==> src/rtl/alu_pkg.sv <==
// Shared types and constants for the digit-serial 74181-style ALU.
package alu_pkg;

  localparam int DIGIT_W = 4;

  typedef enum logic [1:0] {
    IDLE = 2'd0,
    RUN  = 2'd1,
    DONE = 2'd2
  } alu_state_t;

  localparam logic [3:0] SEL_ADD    = 4'b1001;
  localparam logic [3:0] SEL_SUB    = 4'b0110;
  localparam logic [3:0] SEL_XOR    = 4'b0110;
  localparam logic [3:0] SEL_PASS_A = 4'b1111;

endpackage

==> src/rtl/alu_digit4.sv <==
// Combinational active-high 74181-equivalent 4-bit slice with carry into bit 3 exposed.
module alu_digit4 (
  input  logic [3:0] a,
  input  logic [3:0] b,
  input  logic [3:0] sel,
  input  logic       mode,
  input  logic       cin,
  output logic [3:0] f,
  output logic       cout,
  output logic       c3
);

  logic [3:0] x;
  logic [3:0] y;
  logic [4:0] sum;

  // Every function is X + Y (+cin) in arithmetic mode and ~(X ^ Y) in logic mode.
  always_comb begin
    x    = a | (b & {4{sel[0]}}) | (~b & {4{sel[1]}});
    y    = (a & ~b & {4{sel[2]}}) | (a & b & {4{sel[3]}});
    sum  = {1'b0, x} + {1'b0, y} + {4'b0000, cin & ~mode};
    f    = mode ? ~(x ^ y) : sum[3:0];
    cout = sum[4] & ~mode;
    c3   = (sum[3] ^ x[3] ^ y[3]) & ~mode;
  end

endmodule

==> src/rtl/alu_serial_n.sv <==
// Digit-serial WIDTH-bit 74181-style ALU with valid/ready handshakes, zero and overflow flags.
// Optional macro ALU_LOGIC_BYPASS_EN computes logic-mode operations in one cycle.
module alu_serial_n
  import alu_pkg::*;
#(
  parameter int WIDTH = 32
) (
  input  logic             clk,
  input  logic             rst,
  input  logic             in_valid,
  output logic             in_ready,
  input  logic [WIDTH-1:0] a,
  input  logic [WIDTH-1:0] b,
  input  logic [3:0]       sel,
  input  logic             mode,
  input  logic             cin,
  output logic             out_valid,
  input  logic             out_ready,
  output logic [WIDTH-1:0] result,
  output logic             cout,
  output logic             zero,
  output logic             ovf
);

  localparam int DIGITS = WIDTH / DIGIT_W;
  localparam int IDX_W  = $clog2(DIGITS);

  alu_state_t       state_reg, state_next;
  logic [WIDTH-1:0] a_reg, b_reg, result_reg;
  logic [3:0]       sel_reg;
  logic             mode_reg, carry_reg, cout_reg, zero_reg, ovf_reg;
  logic [IDX_W-1:0] idx_reg;
  logic             last_digit;
  logic [3:0]       dig_f;
  logic             dig_cout, dig_c3;
  logic [WIDTH-1:0] serial_next;

  assign last_digit  = (idx_reg == IDX_W'(DIGITS - 1));
  assign serial_next = {dig_f, result_reg[WIDTH-1:DIGIT_W]};

  // Operands shift right each digit, so the slice always sees the low digit.
  alu_digit4 u_digit (
    .a    (a_reg[DIGIT_W-1:0]),
    .b    (b_reg[DIGIT_W-1:0]),
    .sel  (sel_reg),
    .mode (mode_reg),
    .cin  (carry_reg),
    .f    (dig_f),
    .cout (dig_cout),
    .c3   (dig_c3)
  );

`ifdef ALU_LOGIC_BYPASS_EN
  logic [WIDTH-1:0]  bp_f;
  logic [DIGITS-1:0] bp_cout, bp_c3;

  generate
    for (genvar gi = 0; gi < DIGITS; gi++) begin : g_bypass
      alu_digit4 u_bp (
        .a    (a_reg[gi*DIGIT_W +: DIGIT_W]),
        .b    (b_reg[gi*DIGIT_W +: DIGIT_W]),
        .sel  (sel_reg),
        .mode (1'b1),
        .cin  (1'b0),
        .f    (bp_f[gi*DIGIT_W +: DIGIT_W]),
        .cout (bp_cout[gi]),
        .c3   (bp_c3[gi])
      );
    end
  endgenerate
`endif

  always_ff @(posedge clk) begin
    if (rst) state_reg <= IDLE;
    else     state_reg <= state_next;
  end

  always_comb begin
    state_next = state_reg;
    in_ready   = 1'b0;
    out_valid  = 1'b0;
    case (state_reg)
      IDLE: begin
        in_ready = 1'b1;
        if (in_valid) state_next = RUN;
      end
      RUN: begin
`ifdef ALU_LOGIC_BYPASS_EN
        if (mode_reg || last_digit) state_next = DONE;
`else
        if (last_digit) state_next = DONE;
`endif
      end
      DONE: begin
        out_valid = 1'b1;
        if (out_ready) state_next = IDLE;
      end
      default: state_next = IDLE;
    endcase
  end

  always_ff @(posedge clk) begin
    if (rst) begin
      a_reg      <= '0;
      b_reg      <= '0;
      sel_reg    <= '0;
      mode_reg   <= 1'b0;
      carry_reg  <= 1'b0;
      idx_reg    <= '0;
      result_reg <= '0;
      cout_reg   <= 1'b0;
      zero_reg   <= 1'b0;
      ovf_reg    <= 1'b0;
    end else begin
      case (state_reg)
        IDLE: begin
          if (in_valid) begin
            a_reg     <= a;
            b_reg     <= b;
            sel_reg   <= sel;
            mode_reg  <= mode;
            carry_reg <= cin & ~mode;
            idx_reg   <= '0;
          end
        end
        RUN: begin
`ifdef ALU_LOGIC_BYPASS_EN
          if (mode_reg) begin
            result_reg <= bp_f;
            zero_reg   <= (bp_f == '0);
            cout_reg   <= |bp_cout;
            ovf_reg    <= |bp_c3;
          end else
`endif
          begin
            result_reg <= serial_next;
            a_reg      <= a_reg >> DIGIT_W;
            b_reg      <= b_reg >> DIGIT_W;
            carry_reg  <= dig_cout;
            idx_reg    <= idx_reg + IDX_W'(1);
            if (last_digit) begin
              cout_reg <= dig_cout;
              ovf_reg  <= dig_c3 ^ dig_cout;
              zero_reg <= (serial_next == '0);
            end
          end
        end
        default: ;
      endcase
    end
  end

  assign result = result_reg;
  assign cout   = cout_reg;
  assign zero   = zero_reg;
  assign ovf    = ovf_reg;

endmodule
==> config.mk <==
export PLATFORM = sky130hd
export DESIGN_NAME = alu_serial_n
export DESIGN_NICKNAME = d
export VERILOG_FILES = /design/src/rtl/alu_pkg.sv /design/src/rtl/alu_digit4.sv /design/src/rtl/alu_serial_n.sv
export SDC_FILE = /design/constraint.sdc
export NUM_CORES = 1
export LEC_CHECK = 0
export ABC_AREA = 1
export BUFFER_PORTS_ARGS = -buffer_cell sky130_fd_sc_hd__buf_2
export CAP_MARGIN = 5
export CORE_MARGIN = 2
export CORE_UTILIZATION = 55
export CTS_CLUSTER_DIAMETER = 100
export DETAILED_ROUTE_END_ITERATION = 10
export PLACE_DENSITY = 0.92
export SLEW_MARGIN = 10
export SYNTH_ARGS = -nofsm -noshare
export SYNTH_HDL_FRONTEND = slang
export SYNTH_SLANG_ARGS = --single-unit
==> constraint.sdc <==
create_clock -name clk -period 5 [get_ports clk]
set_input_delay 0 -clock clk [delete_from_list [all_inputs] [get_ports clk]]
set_output_delay 0 -clock clk [all_outputs]
set_load 0.005 [all_outputs]
==> results.cfg, run 1 <==
[outcome]
run_status = finished clean

[placed_design]
place_congestion = 0.863
place_worst_setup_slack_ns = 2.28
detailedPlacementHpwl_um = 7550
dp_cells = 821
port_buffers = 110

[synthesis]
synth.net_count = 734
synth.avg_cell_area_um2 = 7.30
synth-warning-count = 0
yosys_register_bits = 110
synth_area_um2 = 4760
number_of_cells_produced_by_synthesis = 652
synth_seq_area_share = 0.463
post_synth_num_cell_types = 19

[setup_path]
worstSetupPathType = flip-flop to flip-flop
critical_path.max_fanout = 60
setup.worst_path.start_class = flip-flop
critical_path_arrival_ns = 3.20
critical_path_required_ns = 5.29
worst_setup_path_end_kind = flip-flop

[floorplan]
fp.dieH_um = 97.0
floorplan.die.width_um = 97.0
floorplan.rows = 33
die-area_um2 = 9410
core_region_area_um2 = 8300
floorplan.io_pins = 111
initial_util = 0.573

[clock_tree]
clock_tree.buffer_depth = 2
clock-root-buffer = sky130_fd_sc_hd__clkbuf_8
post_cts_resized = 0
clk_pin_slew_ns = 0.11
clock_latency_ns = 0.37
numCtsBuffers = 9
level_count_of_the_clock_h_tree = 3
cts_tree = built
clock-sinks = 110

[grt]
grt_remaining_overflow = 0
global_route.usage.total = 0.282
via_count_of_the_first_global_routing_pass = 4710
first_pass_grt_wire_length_um = 21800
antenna_found_initial = 0
grt_start_max_net_pins = 110

[pwr]
power.density_cell_area_nw_per_um2 = 320
sequentialPowerShare = 0.520
pwr-share-clk = 0.282
report.power.total_mw = 1.95
power.leakage_nw = 2.74
int_power_mw = 1.36
worst_ir_drop_vdd_mv = 0.207
switching_power_uw = 597
sw_frac_of_total = 0.306
power_frac_comb = 0.198

[cells_and_area]
antenna-diode-count = 0
layout.cells.most_common = sky130_fd_sc_hd__nand2_1
most-common-layout-cells = 176 x sky130_fd_sc_hd__nand2_1, 110 x sky130_fd_sc_hd__dfxtp_1, 110 x sky130_fd_sc_hd__buf_2
finalNonFillerCells = 908
final_net_count = 880
share_of_cells_above_drive_strength_1 = 0.168
n_fill_cell = 580
fin_util = 0.736
flow.area_growth_from_synthesis_pct = 28.4

[sta]
timing_hold_violations_final = 0
finalSetupTns_ns = 0
final-max-slew-violation-count = 0
final.setup_skew_ns = 0.0116
grt_setup_unrepaired = false
period_needed_ns = 2.91
layout_worst_path_cycle_share = 0.583
slew_headroom = 0.211
max_freq_mhz = 343
worst-slew-pin-transition_ns = 1.18
setup_viol_count_final = 0
postLayoutSetupSlackWorst_ns = 2.09

[routing]
final_antenna_net_count = 0
drc = 0
drt_first_pass_iters = 5
routedWlPerCell_um = 15.2
final_wl_um = 13800
routed_via_density = 5.56
drt_iter0_drc = 441
via_count = 5053

[worst_hold_path]
tightest_hold_check_type = input pin to flip-flop

[run]
cap_viol_max_count = 0
## final timing paths
path / slack (ns) / end / cells past startpoint / start
setup / recovery: 2.09 / a_reg[20]$_SDFFE_PP0P_ / 8 / state_reg[1]$_SDFFE_PP0P_
hold / removal: 0.01 / sel_reg[0]$_SDFFE_PP0P_ / 3 / sel[0]
setup reg to reg: 2.09 / a_reg[20]$_SDFFE_PP0P_ / 8 / state_reg[1]$_SDFFE_PP0P_
hold reg to reg: 0.47 / b_reg[28]$_SDFFE_PP0P_ / 2 / b_reg[28]$_SDFFE_PP0P_
## metal layers
layer,up-vias,routed length [um],global-route usage,part of all wire
met2,257,6780,0.487,0.49
met5,-,0,0,0
met3,57,929,0.0614,0.068
met4,0,580,0.143,0.042
met1,2282,5460,0.328,0.40
li1,2457,-,-,-
## power by group through the flow
stage	logic (mW)	registers [mW]	clock network (mW)
after detailed placement	0.329	1.03	0
after global routing	0.432	1.02	0.585
after global placement	0.316	1.03	0
after CTS	0.373	1.01	0.550
after floorplan	0.245	1.02	0
final	0.387	1.02	0.551
## logic make-up after synthesis
group	after synthesis	share of synthesized area
flip-flops	110	0.463
AND/OR/NAND/NOR	243	0.199
adder cells (fa/ha/maj)	8	0.0242
buffers and inverters	88	0.0855
AO/OA/AOI/OAI	203	0.229
## synthesized netlist by cell type
cell,instances,area [um^2]
sky130_fd_sc_hd__nand2_1,176,661
sky130_fd_sc_hd__dfxtp_1,110,2200
sky130_fd_sc_hd__o21ai_0,92,460
sky130_fd_sc_hd__a31oi_1,57,357
sky130_fd_sc_hd__a21oi_1,46,230
sky130_fd_sc_hd__nor2_1,46,173
sky130_fd_sc_hd__inv_1,36,135
sky130_fd_sc_hd__buf_2,19,95.1
sky130_fd_sc_hd__clkbuf_1,18,67.6
sky130_fd_sc_hd__nand3_1,14,70.1
sky130_fd_sc_hd__buf_4,8,60.1
sky130_fd_sc_hd__o21ai_1,8,40.0
sky130_fd_sc_hd__ha_1,6,75.1
sky130_fd_sc_hd__inv_2,4,15.0
sky130_fd_sc_hd__buf_6,3,33.8
sky130_fd_sc_hd__nor2_2,3,18.8
sky130_fd_sc_hd__fa_1,2,40.0
sky130_fd_sc_hd__nand3b_1,2,15.0
sky130_fd_sc_hd__nor3_1,2,10.0
## critical path, cell delays in order, from the launching register on
cell	delay, ns
sky130_fd_sc_hd__dfxtp_1	0.36
sky130_fd_sc_hd__nor2_2	0.12
sky130_fd_sc_hd__nand2_1	0.22
sky130_fd_sc_hd__inv_2	0.31
sky130_fd_sc_hd__nor2_2	0.19
sky130_fd_sc_hd__inv_2	0.55
sky130_fd_sc_hd__buf_4	0.56
sky130_fd_sc_hd__o21ai_0	0.21
sky130_fd_sc_hd__a31oi_1	0.29
## stage by stage
| stage | hold slack, ns | cell area [um^2] |
|---|---|---|
| 2_1_floorplan | 0.149 | 4760 |
| 3_3_place_gp | 0.255 | 5200 |
| 3_5_place_dp | 0.263 | 5200 |
| 4_1_cts | 0.00290 | 6110 |
| 5_1_grt | 0.0259 | 6110 |
| 6_report | 0.0124 | 6110 |
## layout make-up
class | count | area (um^2) | area share
sequential | 110 | 2200 | 0.360
multi-input combinational | 454 | 2150 | 0.353
timing repair buffer | 183 | 1280 | 0.209
inverter | 40 | 150 | 0.0246
tap | 105 | 131 | 0.0215
clock buffer | 10 | 128 | 0.0209
clock inverter | 6 | 68.8 | 0.0113
## repair_timing
item | 4_1_cts | 5_1_grt
setup endpoints to repair | 0 | 0
setup buffers | 0 | 0
hold buffers | 71 | 0
endpoints found under the hold margin | 70 | 0
Power figures use the tool's default switching activity.
==> inputs of run 2 (changes only) <==
Settings changed: ABC_AREA 1 to 0, CORE_UTILIZATION 55 to 48, PLACE_DENSITY 0.92 to 0.86.
Clock period 5 ns to 2.5 ns, I/O delays scaled along.
==> results.cfg, run 2 <==
[outcome]
run_status = finished clean

[routing]
drt_iter0_drc = 265
drc = 0
routed_via_density = 5.43
via_count = 4872
final_antenna_net_count = 0
final_wl_um = 13500
drt_first_pass_iters = 4
routedWlPerCell_um = 15.0

[setup_path]
worst_setup_path_end_kind = flip-flop
timing.critical_path.depth = 11
reg2reg_to = zero$_SDFFE_PP0P_
path_delay_family = adder cells
cp_slowest_stage_delay_ns = 0.51
r2r_slack_ns = 0.08
setup.worst_path.start_class = flip-flop
critPathMostFrequentCell = sky130_fd_sc_hd__inv_1
cp.buffers_inverters = 3
slowest_stage = sky130_fd_sc_hd__fa_2
critical_path_arrival_ns = 2.67
critical_path.reg2reg.startpoint = b_reg[0]$_SDFFE_PP0P_
crit_end = zero$_SDFFE_PP0P_
reg2regPathDepth = 11
worstSetupPathType = flip-flop to flip-flop
setup.worst_path.start = b_reg[0]$_SDFFE_PP0P_
cp_cell_sequence = mux2_2 > and2_1 > inv_1 > fa_2 > inv_1 > fa_2 > inv_1 > a32oi_1 > nor3b_2 > a32oi_1 > nor2_1
critical_path_required_ns = 2.74
critical_path.max_fanout = 2

[clock_tree]
clock_tree.buffer_depth = 2
clock-root-buffer = sky130_fd_sc_hd__clkbuf_8
cts_tree = built
clock-sinks = 110
level_count_of_the_clock_h_tree = 3
clock_latency_ns = 0.38
numCtsBuffers = 9
clk_pin_slew_ns = 0.11

[synthesis]
ys.flop_type = sky130_fd_sc_hd__dfxtp_1
synth.top_cell.area_share = 0.459
synth-compound-area-share = 0.174
largest_family_of_logic_cells_by_synthesized_area = simple AND/OR/NAND/NOR gates
yosys.area_share.xor_xnor = 0.0107
synth-warning-count = 0
synthMostInstantiatedCell = sky130_fd_sc_hd__nand2_1
post_synth_num_cell_types = 36
synth_adder_area_share = 0.0240
ffs_w_async_s_r_synth = 0
netlist_top_cells_count = 194 x sky130_fd_sc_hd__nand2_1, 110 x sky130_fd_sc_hd__dfxtp_1, 66 x sky130_fd_sc_hd__nor2_1, 56 x sky130_fd_sc_hd__a311oi_1, 51 x sky130_fd_sc_hd__a21oi_1
synth_area_um2 = 4800
synth_seq_area_share = 0.459
synth.area.top_cells = sky130_fd_sc_hd__dfxtp_1 46%, sky130_fd_sc_hd__nand2_1 15%, sky130_fd_sc_hd__a311oi_1 10%, sky130_fd_sc_hd__a21oi_1 5.3%, sky130_fd_sc_hd__nor2_1 5.2%
yosys_register_bits = 110
number_of_cells_produced_by_synthesis = 608
synth.net_count = 690
synth.mux.area_fraction = 0.0185
synth.avg_cell_area_um2 = 7.89
netlist.top_cell.by_area = sky130_fd_sc_hd__dfxtp_1
synthSimpleGateAreaFrac = 0.261
synth-edff-count = 0

[cells_and_area]
flow.area_growth_from_synthesis_pct = 32.5
layout.cells.most_common = sky130_fd_sc_hd__nand2_1
share_of_cells_above_drive_strength_1 = 0.199
final_net_count = 841
final_cell_area_um2 = 6360
most-common-layout-cells = 193 x sky130_fd_sc_hd__nand2_1, 109 x sky130_fd_sc_hd__dfxtp_1, 109 x sky130_fd_sc_hd__buf_2
antenna-diode-count = 0

[grt]
grt_remaining_overflow = 0
first_pass_grt_wire_length_um = 22400
antenna_found_initial = 0
grt_start_max_net_pins = 71
global_route.usage.total = 0.250
via_count_of_the_first_global_routing_pass = 4905

[sta]
slew_headroom = 0.516
grt_setup_unrepaired = false
period_needed_ns = 2.42
final-max-slew-violation-count = 0
layout_worst_path_cycle_share = 0.969
final.setup_skew_ns = 0.00947
max_freq_mhz = 413
timing_hold_violations_final = 0
setup_viol_count_final = 0
postLayoutSetupSlackWorst_ns = 0.0768
worst-slew-pin-transition_ns = 0.726

[placed_design]
port_buffers = 110
place_worst_setup_slack_ns = -0.0432
detailedPlacementHpwl_um = 8230
placedInstanceArea_um2 = 5400
place_congestion = 0.915

[floorplan]
fp.dieH_um = 104
floorplan.rows = 36
core_region_area_um2 = 9730
initial_util = 0.493
floorplan.die.width_um = 104
floorplan.io_pins = 111
die-area_um2 = 10800

[pwr]
power.leakage_nw = 2.67
worst_ir_drop_vdd_mv = 0.357
power.density_cell_area_nw_per_um2 = 605

[run]
cap_viol_max_count = 0

[worst_hold_path]
tightest_hold_check_type = input pin to flip-flop
-- run 2: kinds of logic (layout without fill, tap and decap cells) --
group                      after synthesis  after routing
and+or+nand+nor                        306            306
AOI/OAI and AO/OA                      117            117
DFF                                    110            110
buffers and inverters                   55            211
adders and majority gates                8              8
muxes                                    7              7
xor gates and xnor gates                 5              5
-- run 2: final cells by class --
| cell class | instances | area [um^2] |
|---|---|---|
| inverter | 4 | 15.0 |
| clock inverter | 7 | 105 |
| fill | 808 | 3370 |
| multi-input combinational | 443 | 2370 |
| timing repair buffer | 191 | 1370 |
| sequential | 110 | 2200 |
| clock buffer | 9 | 124 |
| tap | 133 | 166 |
-- run 2: repair_timing --
item | in CTS | in global routing
pin swaps | 0 | 5
endpoints found under the hold margin | 70 | 0
endpoints found under the setup margin | 2 | 2
buffers inserted | 0 | 2
hold buffers | 70 | 0
gates resized for setup | 2 | 3
-- run 2: metrics by stage --
step | instances | TNS, ns | hold slack, ns | utilization | power [mW]
4_1_cts | 895 | 0 | 0.153 | 0.651 | 3.82
2_1_floorplan | 608 | 0 | 0.136 | - | 2.38
6_report | 897 | 0 | 0.158 | 0.653 | 3.84
3_3_place_gp | 809 | 0 | 0.250 | 0.555 | 2.53
3_5_place_dp | 809 | -0.0432 | 0.256 | 0.555 | 2.56
5_1_grt | 897 | 0 | 0.186 | 0.653 | 4.01
-- run 2: how the worst min path moves through the flow --
| stage | start | to | slack (ns) | cells past startpoint |
|---|---|---|---|---|
| finish | cin | carry_reg$_SDFFE_PP0P_ | 0.16 | 4 |
| global route | rst | result[28]$_SDFFE_PP0P_ | 0.19 | 2 |
| CTS | rst | result[28]$_SDFFE_PP0P_ | 0.15 | 2 |
| detailed placement | sel[3] | sel_reg[3]$_SDFFE_PP0P_ | 0.26 | 3 |
| global placement | a[31] | a_reg[31]$_SDFFE_PP0P_ | 0.25 | 3 |
| floorplan | sel[1] | sel_reg[1]$_SDFFE_PP0P_ | 0.14 | 2 |
-- run 2: metal layers --
| metal | share of wire | track usage |
|---|---|---|
| met5 | 0 | 0 |
| met3 | 0.055 | 0.0489 |
| met4 | 0.022 | 0.109 |
| met1 | 0.42 | 0.295 |
| met2 | 0.51 | 0.442 |
-- run 2: worst register-to-register path: stages, from the launching register on --
cell and delay (ns):
sky130_fd_sc_hd__dfxtp_2 0.35, sky130_fd_sc_hd__mux2_2 0.33, sky130_fd_sc_hd__and2_1 0.18, sky130_fd_sc_hd__inv_1 0.08, sky130_fd_sc_hd__fa_2 0.20, sky130_fd_sc_hd__inv_1 0.05
sky130_fd_sc_hd__fa_2 0.51, sky130_fd_sc_hd__inv_1 0.05, sky130_fd_sc_hd__a32oi_1 0.19, sky130_fd_sc_hd__nor3b_2 0.07, sky130_fd_sc_hd__a32oi_1 0.22, sky130_fd_sc_hd__nor2_1 0.06
-- run 2: power breakdown --
| part | internal [mW] | switching (mW) | leakage (nW) |
|---|---|---|---|
| Sequential | 1.87 | 0.0842 | 0.902 |
| Clock | 0.578 | 0.636 | 0.112 |
| Combinational | 0.309 | 0.366 | 1.65 |
| Total | 2.76 | 1.09 | 2.67 |
==> inputs of run 3 (changes only) <==
Settings changed: CORE_MARGIN 2 to unset.
==> results.cfg, run 3 (synthesis gave the netlist of run 2 again) <==
[floorplan]
die-area_um2 = 10400
floorplan.io_pins = 111
initial_util = 0.493
floorplan.die.width_um = 102
fp.dieH_um = 102
core_region_area_um2 = 9730
floorplan.rows = 36

[grt]
first_pass_grt_wire_length_um = 20800
grt_remaining_overflow = 0
antenna_found_initial = 0
grt_start_max_net_pins = 77
via_count_of_the_first_global_routing_pass = 4598
global_route.usage.total = 0.254

[pwr]
power.density_cell_area_nw_per_um2 = 589
power.leakage_nw = 2.66
worst_ir_drop_vdd_mv = 0.442

[routing]
routed_via_density = 5.37
final_antenna_net_count = 0
drc = 0
final_wl_um = 12900
drt_first_pass_iters = 7
routedWlPerCell_um = 14.3
drt_iter0_drc = 163
via_count = 4832

[sta]
grt_setup_unrepaired = false
finalSetupTns_ns = 0
layout_worst_path_cycle_share = 0.952
period_needed_ns = 2.38
timing_hold_violations_final = 0
slew_headroom = 0.481
worst-slew-pin-transition_ns = 0.779
setup_viol_count_final = 0
final.setup_skew_ns = 0.0107
max_freq_mhz = 420
final-max-slew-violation-count = 0

[setup_path]
critical_path.max_fanout = 2
path_delay_family = adder cells
setup.worst_path.start = b_reg[0]$_SDFFE_PP0P_
slowest_stage = sky130_fd_sc_hd__fa_2
worst_setup_path_end_kind = flip-flop
critical_path_arrival_ns = 2.67
critical_path.reg2reg.startpoint = b_reg[0]$_SDFFE_PP0P_
cp_cell_sequence = mux2_2 > and2_4 > inv_2 > fa_2 > inv_1 > fa_2 > a21o_1 > a21oi_2 > xnor2_1 > xnor2_1 > o41ai_2
cp.buffers_inverters = 2
critical_path_required_ns = 2.79
worstSetupPathType = flip-flop to flip-flop
r2r_slack_ns = 0.12
cp_slowest_stage_delay_ns = 0.38
setup.worst_path.start_class = flip-flop

[cells_and_area]
fin_util = 0.651
flow.area_growth_from_synthesis_pct = 32.1
multi_input_area_um2 = 2370
share_of_cells_above_drive_strength_1 = 0.206
most-common-layout-cells = 193 x sky130_fd_sc_hd__nand2_1, 109 x sky130_fd_sc_hd__buf_2, 107 x sky130_fd_sc_hd__dfxtp_1
n_fill_cell = 796
layout.area.seq_um2 = 2210
layout.cells.most_common = sky130_fd_sc_hd__nand2_1
final_net_count = 843
antenna-diode-count = 0

[outcome]
run_status = finished clean

[placed_design]
detailedPlacementHpwl_um = 8130
port_buffers = 110
place_congestion = 0.931

[clock_tree]
clock_latency_ns = 0.38
clk_pin_slew_ns = 0.11
clock_tree.buffer_depth = 2
level_count_of_the_clock_h_tree = 3
cts_tree = built
clock-sinks = 110
clock-root-buffer = sky130_fd_sc_hd__clkbuf_8
numCtsBuffers = 9

[worst_hold_path]
tightest_hold_check_type = input pin to flip-flop
timing.hold.worst.start = rst

[run]
cap_viol_max_count = 0
-- run 3: per-layer routing --
metal  routed length, um  up-vias  GRT usage
met4                 336        0      0.111
met5                   0        -          0
li1                    -     2381          -
met1                5530     2251      0.296
met3                 714       35     0.0506
met2                6320      165      0.450
-- run 3: final timing paths --
path,endpoint,cells after the start
max,ovf$_SDFFE_PP0P_,11
min,zero$_SDFFE_PP0P_,2
max reg2reg,ovf$_SDFFE_PP0P_,11
min reg2reg,result[0]$_SDFFE_PP0P_,2
-- run 3: timing repair --
| item | 4_1_cts | 5_1_grt |
|---|---|---|
| setup buffers | 0 | 0 |
| endpoints found under the hold margin | 70 | 0 |
| endpoints found under the setup margin | 1 | 2 |
| gates cloned | 0 | 0 |
| hold buffers | 70 | 0 |
| resized for setup | 1 | 8 |
| pin swaps | 0 | 6 |
-- run 3: through the flow --
stage | hold WS (ns) | power [mW] | cells | setup WS [ns] | area [um^2]
final | 0.125 | 3.73 | 899 | 0.120 | 6340
after detailed placement | 0.248 | 2.56 | 813 | -0.0460 | 5420
after global placement | 0.247 | 2.53 | 813 | 0.0882 | 5420
after global routing | 0.133 | 3.90 | 899 | 0.00348 | 6340
after CTS | 0.113 | 3.73 | 899 | 0.000774 | 6320
after floorplan | 0.136 | 2.38 | 608 | 0.125 | 4800
-- run 3: layout make-up --
| cell class | count | share of cell area |
|---|---|---|
| clock inverters | 7 | 0.0128 |
| well taps | 133 | 0.0263 |
| multi-input cells | 443 | 0.374 |
| repair buffers | 193 | 0.217 |
| clock buffers | 9 | 0.0195 |
| inverters | 4 | 0.00237 |
| flip-flops and latches | 110 | 0.348 |
-- run 3: power by group --
part           internal [mW]  leakage (nW)  switching, mW  total [mW]
Sequential              1.87         0.903         0.0850        1.96
Combinational          0.312          1.66          0.362       0.674
Clock                  0.476         0.100          0.629        1.10
Total                   2.66          2.66           1.08        3.73
